===== config.mk =====
export PLATFORM = sky130hd
export DESIGN_NAME = result_writer_bram
export DESIGN_NICKNAME = d
export VERILOG_FILES = /design/src/rtl/result_writer_bram.sv
export SDC_FILE = /design/constraint.sdc
export NUM_CORES = 1
export LEC_CHECK = 0
export ABC_AREA = 1
export CORE_ASPECT_RATIO = 1.1
export CORE_MARGIN = 5
export CORE_UTILIZATION = 61
export DETAILED_ROUTE_END_ITERATION = 7
export PLACE_DENSITY = 0.86
export SYNTH_ARGS = -nofsm -noshare
export SYNTH_HDL_FRONTEND = slang
export SYNTH_SLANG_ARGS = --single-unit

===== constraint.sdc =====
create_clock -name clk -period 16.3 [get_ports clk]
set_input_delay 4.89 -clock clk [delete_from_list [all_inputs] [get_ports clk]]
set_output_delay 4.89 -clock clk [all_outputs]
set_load 0.02 [all_outputs]

===== src/rtl/result_writer_bram.sv =====
// Buffers 4-lane result beats in a 2-entry FIFO and serialises them as 32-bit writes on BRAM2.
// Define RESULT_WRITER_PACK8_EN to clamp and pack each beat into a single word instead.
module result_writer_bram #(
    parameter int CNT_BIT       = 31,
    parameter int DWIDTH        = 32,
    parameter int AWIDTH        = 12,
    parameter int IN_DATA_WIDTH = 8
) (
    input  logic               clk,
    input  logic               reset,
    input  logic               start_run_i,
    input  logic [CNT_BIT-1:0] run_count_i,
    input  logic [AWIDTH-1:0]  base_addr_i,
    input  logic               result_valid_i,
    output logic               result_ready_o,
    input  logic [DWIDTH-1:0]  result_0_i,
    input  logic [DWIDTH-1:0]  result_1_i,
    input  logic [DWIDTH-1:0]  result_2_i,
    input  logic [DWIDTH-1:0]  result_3_i,
    output logic               idle_o,
    output logic               write_o,
    output logic               done_o,
    output logic [AWIDTH-1:0]  addr_b2_o,
    output logic               ce_b2_o,
    output logic               we_b2_o,
    output logic [DWIDTH-1:0]  d_b2_o
);

`ifdef RESULT_WRITER_PACK8_EN
    localparam bit PACK_EN = 1'b1;
`else
    localparam bit PACK_EN = 1'b0;
`endif
    localparam int WCW = CNT_BIT + 2;

    typedef enum logic [1:0] {S_IDLE = 2'd0, S_RUN = 2'd1, S_DONE = 2'd2} state_t;
    typedef logic [3:0][DWIDTH-1:0] entry_t;

    state_t             state_q, state_d;
    logic [CNT_BIT-1:0] num_cnt_q, num_cnt_d;
    logic [CNT_BIT-1:0] acc_cnt_q, acc_cnt_d;
    logic [WCW-1:0]     word_cnt_q, word_cnt_d;
    logic [AWIDTH-1:0]  base_q, base_d;
    logic [1:0]         lane_q, lane_d;
    logic [1:0]         fifo_cnt_q, fifo_cnt_d;
    logic               wr_ptr_q, wr_ptr_d;
    logic               rd_ptr_q, rd_ptr_d;
    entry_t             fifo_mem_q [2];
    entry_t             fifo_mem_d [2];
    logic               ce_q, ce_d;
    logic [AWIDTH-1:0]  addr_q, addr_d;
    logic [DWIDTH-1:0]  dout_q, dout_d;

    logic                       push, emit, pop;
    entry_t                     head_entry;
    logic [WCW-1:0]             total_words;
    logic [DWIDTH-1:0]          word_data;
    logic [4*IN_DATA_WIDTH-1:0] packed_word;

    assign result_ready_o = (state_q == S_RUN) && (fifo_cnt_q < 2'd2) && (acc_cnt_q < num_cnt_q);
    assign push        = result_valid_i && result_ready_o;
    assign head_entry  = fifo_mem_q[rd_ptr_q];
    assign emit        = (state_q == S_RUN) && (fifo_cnt_q != 2'd0);
    assign pop         = emit && (PACK_EN || (lane_q == 2'd3));
    assign total_words = PACK_EN ? {2'b00, num_cnt_q} : {num_cnt_q, 2'b00};

    // Lane 0 lands in the most significant byte of the packed word.
    genvar gi;
    generate
        for (gi = 0; gi < 4; gi++) begin : g_clamp
            assign packed_word[(3-gi)*IN_DATA_WIDTH +: IN_DATA_WIDTH] =
                (|head_entry[gi][DWIDTH-1:IN_DATA_WIDTH]) ? {IN_DATA_WIDTH{1'b1}}
                                                           : head_entry[gi][IN_DATA_WIDTH-1:0];
        end
    endgenerate

    assign word_data = PACK_EN ? DWIDTH'(packed_word) : head_entry[lane_q];

    always_comb begin
        state_d    = state_q;
        num_cnt_d  = num_cnt_q;
        acc_cnt_d  = acc_cnt_q;
        word_cnt_d = word_cnt_q;
        base_d     = base_q;
        lane_d     = lane_q;
        fifo_cnt_d = fifo_cnt_q;
        wr_ptr_d   = wr_ptr_q;
        rd_ptr_d   = rd_ptr_q;
        fifo_mem_d = fifo_mem_q;
        ce_d       = 1'b0;
        addr_d     = addr_q;
        dout_d     = dout_q;
        case (state_q)
            S_IDLE: begin
                if (start_run_i) begin
                    state_d    = S_RUN;
                    num_cnt_d  = run_count_i;
                    base_d     = base_addr_i;
                    acc_cnt_d  = '0;
                    word_cnt_d = '0;
                    lane_d     = 2'd0;
                    fifo_cnt_d = 2'd0;
                    wr_ptr_d   = 1'b0;
                    rd_ptr_d   = 1'b0;
                end
            end
            S_RUN: begin
                // Finishing one cycle after the last write also covers a zero-beat run.
                if (word_cnt_q == total_words) begin
                    state_d = S_DONE;
                end else begin
                    if (push) begin
                        fifo_mem_d[wr_ptr_q] = {result_3_i, result_2_i, result_1_i, result_0_i};
                        wr_ptr_d  = ~wr_ptr_q;
                        acc_cnt_d = acc_cnt_q + CNT_BIT'(1);
                    end
                    if (emit) begin
                        ce_d       = 1'b1;
                        addr_d     = base_q + word_cnt_q[AWIDTH-1:0];
                        dout_d     = word_data;
                        word_cnt_d = word_cnt_q + WCW'(1);
                        lane_d     = pop ? 2'd0 : lane_q + 2'd1;
                        if (pop) begin
                            rd_ptr_d = ~rd_ptr_q;
                        end
                    end
                    case ({push, pop})
                        2'b10:   fifo_cnt_d = fifo_cnt_q + 2'd1;
                        2'b01:   fifo_cnt_d = fifo_cnt_q - 2'd1;
                        default: fifo_cnt_d = fifo_cnt_q;
                    endcase
                end
            end
            S_DONE:  state_d = S_IDLE;
            default: state_d = S_IDLE;
        endcase
    end

    always_ff @(posedge clk) begin
        if (reset) begin
            state_q    <= S_IDLE;
            num_cnt_q  <= '0;
            acc_cnt_q  <= '0;
            word_cnt_q <= '0;
            base_q     <= '0;
            lane_q     <= 2'd0;
            fifo_cnt_q <= 2'd0;
            wr_ptr_q   <= 1'b0;
            rd_ptr_q   <= 1'b0;
            ce_q       <= 1'b0;
            addr_q     <= '0;
            dout_q     <= '0;
        end else begin
            state_q    <= state_d;
            num_cnt_q  <= num_cnt_d;
            acc_cnt_q  <= acc_cnt_d;
            word_cnt_q <= word_cnt_d;
            base_q     <= base_d;
            lane_q     <= lane_d;
            fifo_cnt_q <= fifo_cnt_d;
            wr_ptr_q   <= wr_ptr_d;
            rd_ptr_q   <= rd_ptr_d;
            ce_q       <= ce_d;
            addr_q     <= addr_d;
            dout_q     <= dout_d;
        end
    end

    // Entry storage needs no reset: occupancy is tracked by the pointers and count.
    always_ff @(posedge clk) begin
        fifo_mem_q <= fifo_mem_d;
    end

    assign idle_o    = (state_q == S_IDLE);
    assign write_o   = (state_q == S_RUN);
    assign done_o    = (state_q == S_DONE);
    assign addr_b2_o = addr_q;
    assign ce_b2_o   = ce_q;
    assign we_b2_o   = ce_q;
    assign d_b2_o    = dout_q;

endmodule


-- After elaboration in Yosys (flattened, before gate mapping)
Cells that the tools add are included.
- flip-flop bits (word level): 416
- word-level logic and storage cells: 105
- add/sub/neg operators: 6
- $lt $le $gt $ge: 6
- equal/unequal tests: 13
- multiplexer cells: 36
- bitwise logic cells: 6
- reduce and logical (&&, ||, !) cells: 18
- operators by type and width (cell ; number):
    $mux W128 ; 4
    $bwmux W256 ; 1
    $demux W128 S1 ; 1
    $mux W33 ; 3
    $mux W31 ; 3
    $pmux W33 S2 ; 1
    $bmux W32 S2 ; 1
    $pmux W31 S2 ; 1
    $add A33 B1 Y33 const B ; 1
    $eq A33 B33 Y1 ; 1
    $mux W32 ; 1
    $add A31 B1 Y31 const B ; 1
    $lt A31 B31 Y1 ; 1
    $pmux W2 S2 ; 4
    $mux W2 ; 7
    $add A12 B12 Y12 ; 1
    $reduce_and A4 Y1 ; 3
    $ne A2 B1 Y1 const B ; 4
    $mux W1 ; 7
    $eq A2 B2 Y1 const B ; 3
    $logic_and A1 B1 Y1 ; 6
    $reduce_and A3 Y1 ; 2
    $reduce_and A5 Y1 ; 1
    $add A2 B1 Y2 const B ; 2
    other kinds (15) ; 25

-- Depth between registers and ports, before layout
- depth after elaboration: 8
- mapped depth: 18

-- Least setup slack after synthesis
Ideal clock, no wire load.
- kind: input-to-reg
- from: input port result_valid_i
- to: register fifo_mem_q[0] (netlist bit), enable pin
- arrival: 10.431 ns
- slack: 5.253 ns
- stages on the path: 4
- path buffers: 0
- path through: inv_1 -> nor2_1 -> nand3_1 -> nor2_1
- word-level cells in the longest chain between the ends: 2
- ends and longest elaborated chain (element ; line ; RTL):
    from (decl) ; 14 ; input logic result_valid_i,
    $logic_and A1 B1 Y1 ; 61 ; assign push = result_valid_i && result_ready_o;
    $reduce_and A3 Y1 (no line) ; - ;
    to (signal assigned) ; 171 ; fifo_mem_q <= fifo_mem_d;
    to (decl) ; 48 ; entry_t fifo_mem_q [2];
No other way between the ends.
A chain may end at the register's enable or synchronous reset.

-- Worst setup path in the final report
- from: register state_q[1]
- to: output port write_o
- word-level cells in the longest chain between the ends: 1
- ends and longest elaborated chain (element ; line ; RTL):
    from (decl) ; 39 ; state_t state_q, state_d;
    from (signal assigned) ; 154 ; state_q <= state_d;
    $eq A2 B1 Y1 ; 175 ; assign write_o = (state_q == S_RUN);
    to (decl) ; 21 ; output logic write_o,
No other way between the ends.

==> reports/summary.md <==
The maximum number of buffers from clock root to sink is 3. Number of primary I/O pins: 225. After synthesis, the largest family of logic cells by area is simple AND/OR/NAND/NOR gates. The power per unit of standard cell area is 107 nW/um^2, and the final critical-path share of the clock period is 47.4%. The number of global-route vias before repair came out at 15.8k. The min-delay analysis places its worst path in the category flop to flop. The H-tree was split into 2 levels.

Entering global routing, the biggest net connects 95 pins. In this run the worst path has a maximum fanout of 63. Relative to the synthesized area, the layout overhead comes to 20.0%. In this run, the number of DRC markers left after iteration 0 of detailed routing was 1746.

The sequential cells in the finished layout cover a total of 10900 sq um. Total of hold buffers inserted after clock tree synthesis: 0. Cell internal power was estimated by the tool at 0.00183 W. The time the worst path needs with I/O delays and setup works out to 7730 ps. The synthesized netlist devotes 12.1% of its cell area to compound gates. The synthesized-area fraction occupied by adder cells was 3.07%; the number of failing hold endpoints at the final stage was 0. The tree built by TritonCTS fans out to 416 sinks.

Counting flops with a built-in enable in the synthesized netlist gives 256. The height of the die works out to 195 microns. Clock-pin slew was measured on the worst setup and hold paths at 60 ps.

For the final count of pins violating max slew, the log shows 0. Synthesis inferred 416 register bits. Buffers placed on the I/O ports in this run total 224.

The die covers 34700 sq um. In the routed design, unresolved DRC markers number 0. For the total negative slack, the log shows 0 ps. Timing startpoint of the critical path: state_q[1].

The fraction of final layout cells with drive strength greater than 1 is 4.75%, and the post-synthesis instance total is 2046. On the final layout, the worst clock skew is 18.5 ps. TritonCTS built the clock tree. Summing all multi-input logic gate instances after layout gives 7160 sq um. The share of total power dissipated in the clock network is 40.6%. The worst-case IR drop observed on VDD is 0.0968 mV. The root buffer selected by CTS is sky130_fd_sc_hd__clkbuf_16. The dominant synthesized flop cell is sky130_fd_sc_hd__edfxtp_1. Data on the critical path is required at its endpoint by 11410 ps. The pre-CTS setup slack is 8490 ps, and the HPWL after detailed placement is 38000 microns. Measured along the x axis, the die boundary spans 178 microns. For this run, the top clock speed supported by timing is 129 MHz. Fill cells in the final layout number 2126. At the pin with the least slew margin, the transition time is 1150 ps.

Among all stages on the critical path, the largest delay is contributed by sky130_fd_sc_hd__clkdlybuf4s50_1. For the count of vias placed by the detailed router, the log shows 15.9k. The placed standard-cell area came out at 21400 sq um.

Across every metal layer, demand over resource in global routing totals 32.0%. The logs give 0 for the yosys synthesis warning count and 40 for the number of unique standard cell types used by synthesis. Yosys attributes the largest share of cell area to sky130_fd_sc_hd__edfxtp_1 41%, sky130_fd_sc_hd__dfxtp_1 17%, sky130_fd_sc_hd__nand2_1 7.6%, sky130_fd_sc_hd__nor2_1 7.2%, sky130_fd_sc_hd__o21ai_0 4.3%. Measured on the finished design, the core utilization comes to 74.4%. Of the synthesized area, sequential elements account for 57.4%. The proportion of register bits with asynchronous set or reset after synthesis came out at 0%.

The first detailed-routing pass took 6 iterations. In the routed layout, each cell is associated on average with a via count of 5.98. Summed over all nets, the switching power comes to 0.000602 W.

The number of setup buffers added after CTS is 0. Once the clock tree was built, the resizer swapped 0 gates to a different size. The final layout contains routed wiring with a total length of 56700 microns.

The worst hold path begins at wr_ptr_q. Net switching is 24.8% of the power. The average cell area after synthesis came out at 9.28 sq um. Measured against its own limit, the worst slew margin works out to 23.5%. The first global-routing pass estimated 86700 microns of wire. Walking the worst path, the cells encountered are inv_1 -> nand2_2 -> buf_4 -> inv_1 -> clkdlybuf4s50_1. The total standard cell area after synthesis was 19000 sq um; the worst endpoint data arrival time was 2840 ps. After detailed routing, the average wire length per cell comes to 21.3 microns. The number of antenna cells inserted came out at 0.

The number of nets at the end of the flow was 2440. Once the floorplan was initialized, standard cells occupied 62.0% of the core. The initial antenna violation count was 1.

Summed over all instances, the cell type with the most area after synthesis is sky130_fd_sc_hd__edfxtp_1. Setup repair after global routing left no endpoint under its margin. The synthesized netlist devotes 3.46% of its cell area to XOR and XNOR gates. The largest stage delay on the critical path works out to 720 ps. The initialized floorplan defines 67 standard-cell rows. Core box area: 30600 sq um. The cell that appears most often on the critical path is sky130_fd_sc_hd__inv_1. For the max capacitance violation total, the log shows 0. Of the total power, combinational logic draws 11.5%. The clock reaches the later pin of the worst-skew pair after 560 ps. The area of all placed cells without fillers is 22800 sq um, and the worst setup slack after layout is 8570 ps. The sequential fraction of design power came out at 48.0%. The tools report the capturing element type of the critical path as an output pin. The basic-gate share of the synthesized area counting and, or, nand and nor cells was 19.1%. The share of synthesized area spent on multiplexers was 0%; the remaining antenna violation count after routing was 0. The placer's final routability congestion estimate is 0.986. TritonCTS created 42 clock buffers. Synthesized net count: 2267. The run finished with clean final reports. The critical path class is flop to output pin.

For this design the static power due to leakage is 7.93 nW. The kind of start point of the critical path is a flop. Reg-to-reg critical path startpoint: num_cnt_q[4].

The tools report the setup violation total in the final timing report as 0. The run gives 0 as the total congestion overflow after global routing. The share of the synthesized area in the top cell type is 40.5%.
per-layer routing:
| metal | wire [microns] | vias up | track usage [%] |
|---|---|---|---|
| met5 | 7 | - | 0 |
| met4 | 3150 | 2 | 15.0 |
| met3 | 4760 | 168 | 6.65 |
| met2 | 27700 | 795 | 54.2 |
| met1 | 21100 | 7582 | 39.3 |
| li1 | - | 7394 | - |
cell families after synthesis:
| family | Yosys count |
|---|---|
| AO/OA/AOI/OAI | 397 |
| XOR/XNOR | 75 |
| flip-flops | 416 |
| adder cells (fa/ha/maj) | 46 |
| AND/OR/NAND/NOR | 887 |
| buffers and inverters | 225 |
final timing paths:
| check | endpoint | slack, ps | depth (start not counted) |
|---|---|---|---|
| setup / recovery | write_o | 8570 | 5 |
| hold / removal | wr_ptr_q | 480 | 2 |
| setup reg to reg | fifo_mem_q[124] | 12430 | 15 |
| hold reg to reg | wr_ptr_q | 480 | 2 |
power groups by stage:
stage	clock network, W	logic (W)	registers [W]
floorplan	0	0.000146	0.00119
global placement	0	0.000264	0.00119
detailed placement	0	0.000270	0.00119
CTS	0.000995	0.000276	0.00117
global route	0.00104	0.000300	0.00117
finish	0.000987	0.000279	0.00117
flip-flops by register name (all words and copies together) (netlist names):
| name | count |
|---|---|
| fifo_mem_q | 256 |
| word_cnt_q | 33 |
| d_b2_o | 32 |
| acc_cnt_q | 31 |
| num_cnt_q | 31 |
| addr_b2_o | 12 |
| base_q | 12 |
| fifo_cnt_q | 2 |
| lane_q | 2 |
| state_q | 2 |
| ce_b2_o | 1 |
| rd_ptr_q | 1 |
| wr_ptr_q | 1 |
area by class of cell:
| cell class | count | share of cell area [%] |
|---|---|---|
| Clock buffer | 58 | 5.25 |
| Clock inverter | 20 | 0.961 |
| Inverter | 116 | 1.93 |
| Multi-Input combinational cell | 1405 | 31.5 |
| Sequential cell | 416 | 47.8 |
| Tap cell | 414 | 2.27 |
| Timing Repair Buffer | 238 | 10.3 |
cells in the final DEF, fill, tap and decap left out, types with 3 or more instances in the layout:
cell type	synthesis	routed
sky130_fd_sc_hd__clkinv_1	0	4
sky130_fd_sc_hd__nand2_4	4	4
sky130_fd_sc_hd__xnor2_1	22	22
sky130_fd_sc_hd__a31oi_1	33	33
sky130_fd_sc_hd__o21ai_0	162	162
sky130_fd_sc_hd__clkdlybuf4s50_1	0	223
sky130_fd_sc_hd__inv_2	8	9
sky130_fd_sc_hd__o32ai_1	64	64
sky130_fd_sc_hd__buf_4	2	14
sky130_fd_sc_hd__xor2_1	53	53
sky130_fd_sc_hd__dfxtp_1	160	158
sky130_fd_sc_hd__clkbuf_16	0	45
sky130_fd_sc_hd__ha_1	45	45
sky130_fd_sc_hd__edfxtp_1	256	256
sky130_fd_sc_hd__inv_4	0	3
sky130_fd_sc_hd__nor2_1	366	365
sky130_fd_sc_hd__nor2_2	3	3
sky130_fd_sc_hd__nor3_1	42	42
sky130_fd_sc_hd__a21oi_1	131	131
sky130_fd_sc_hd__nand4_1	41	41
sky130_fd_sc_hd__nor4_1	9	9
sky130_fd_sc_hd__bufinv_16	0	4
sky130_fd_sc_hd__nand2_1	385	384
sky130_fd_sc_hd__clkbuf_1	76	11
sky130_fd_sc_hd__clkinv_2	0	9
sky130_fd_sc_hd__nand3_1	26	26
sky130_fd_sc_hd__inv_1	108	105
per-stage QoR:
step | total power, W | hold WS [ps] | std cells
after CTS | 0.00244 | 478 | 2667
final | 0.00243 | 479 | 2667
after detailed placement | 0.00146 | 470 | 2589
after global routing | 0.00250 | 490 | 2667
after global placement | 0.00145 | 451 | 2589
after floorplan | 0.00133 | 439 | 2046
synth_stat cells (2+ instances only):
master,instances
sky130_fd_sc_hd__nor3_2,2
sky130_fd_sc_hd__buf_1,3
sky130_fd_sc_hd__nand3_1,26
sky130_fd_sc_hd__buf_2,19
sky130_fd_sc_hd__dfxtp_1,160
sky130_fd_sc_hd__nor2_2,3
sky130_fd_sc_hd__xor2_1,53
sky130_fd_sc_hd__nor3b_1,2
sky130_fd_sc_hd__xnor2_1,22
sky130_fd_sc_hd__nor4_1,9
sky130_fd_sc_hd__or2_2,2
sky130_fd_sc_hd__o32ai_1,64
sky130_fd_sc_hd__inv_1,108
sky130_fd_sc_hd__buf_6,8
sky130_fd_sc_hd__nor3_1,42
sky130_fd_sc_hd__clkbuf_1,76
sky130_fd_sc_hd__inv_2,8
sky130_fd_sc_hd__nand3b_1,2
sky130_fd_sc_hd__o21ai_0,162
sky130_fd_sc_hd__a31oi_1,33
sky130_fd_sc_hd__nand4_1,41
sky130_fd_sc_hd__a21oi_1,131
sky130_fd_sc_hd__nand2_4,4
sky130_fd_sc_hd__nand2_1,385
sky130_fd_sc_hd__buf_4,2
sky130_fd_sc_hd__nor2_1,366
sky130_fd_sc_hd__ha_1,45
sky130_fd_sc_hd__edfxtp_1,256
critical path: cells and delay by family (launching register included):
family	cells	cell delay, ps
buf+inv	4	1870
flops	1	330
simple gates	1	50
(Power assumes the default switching activity.)
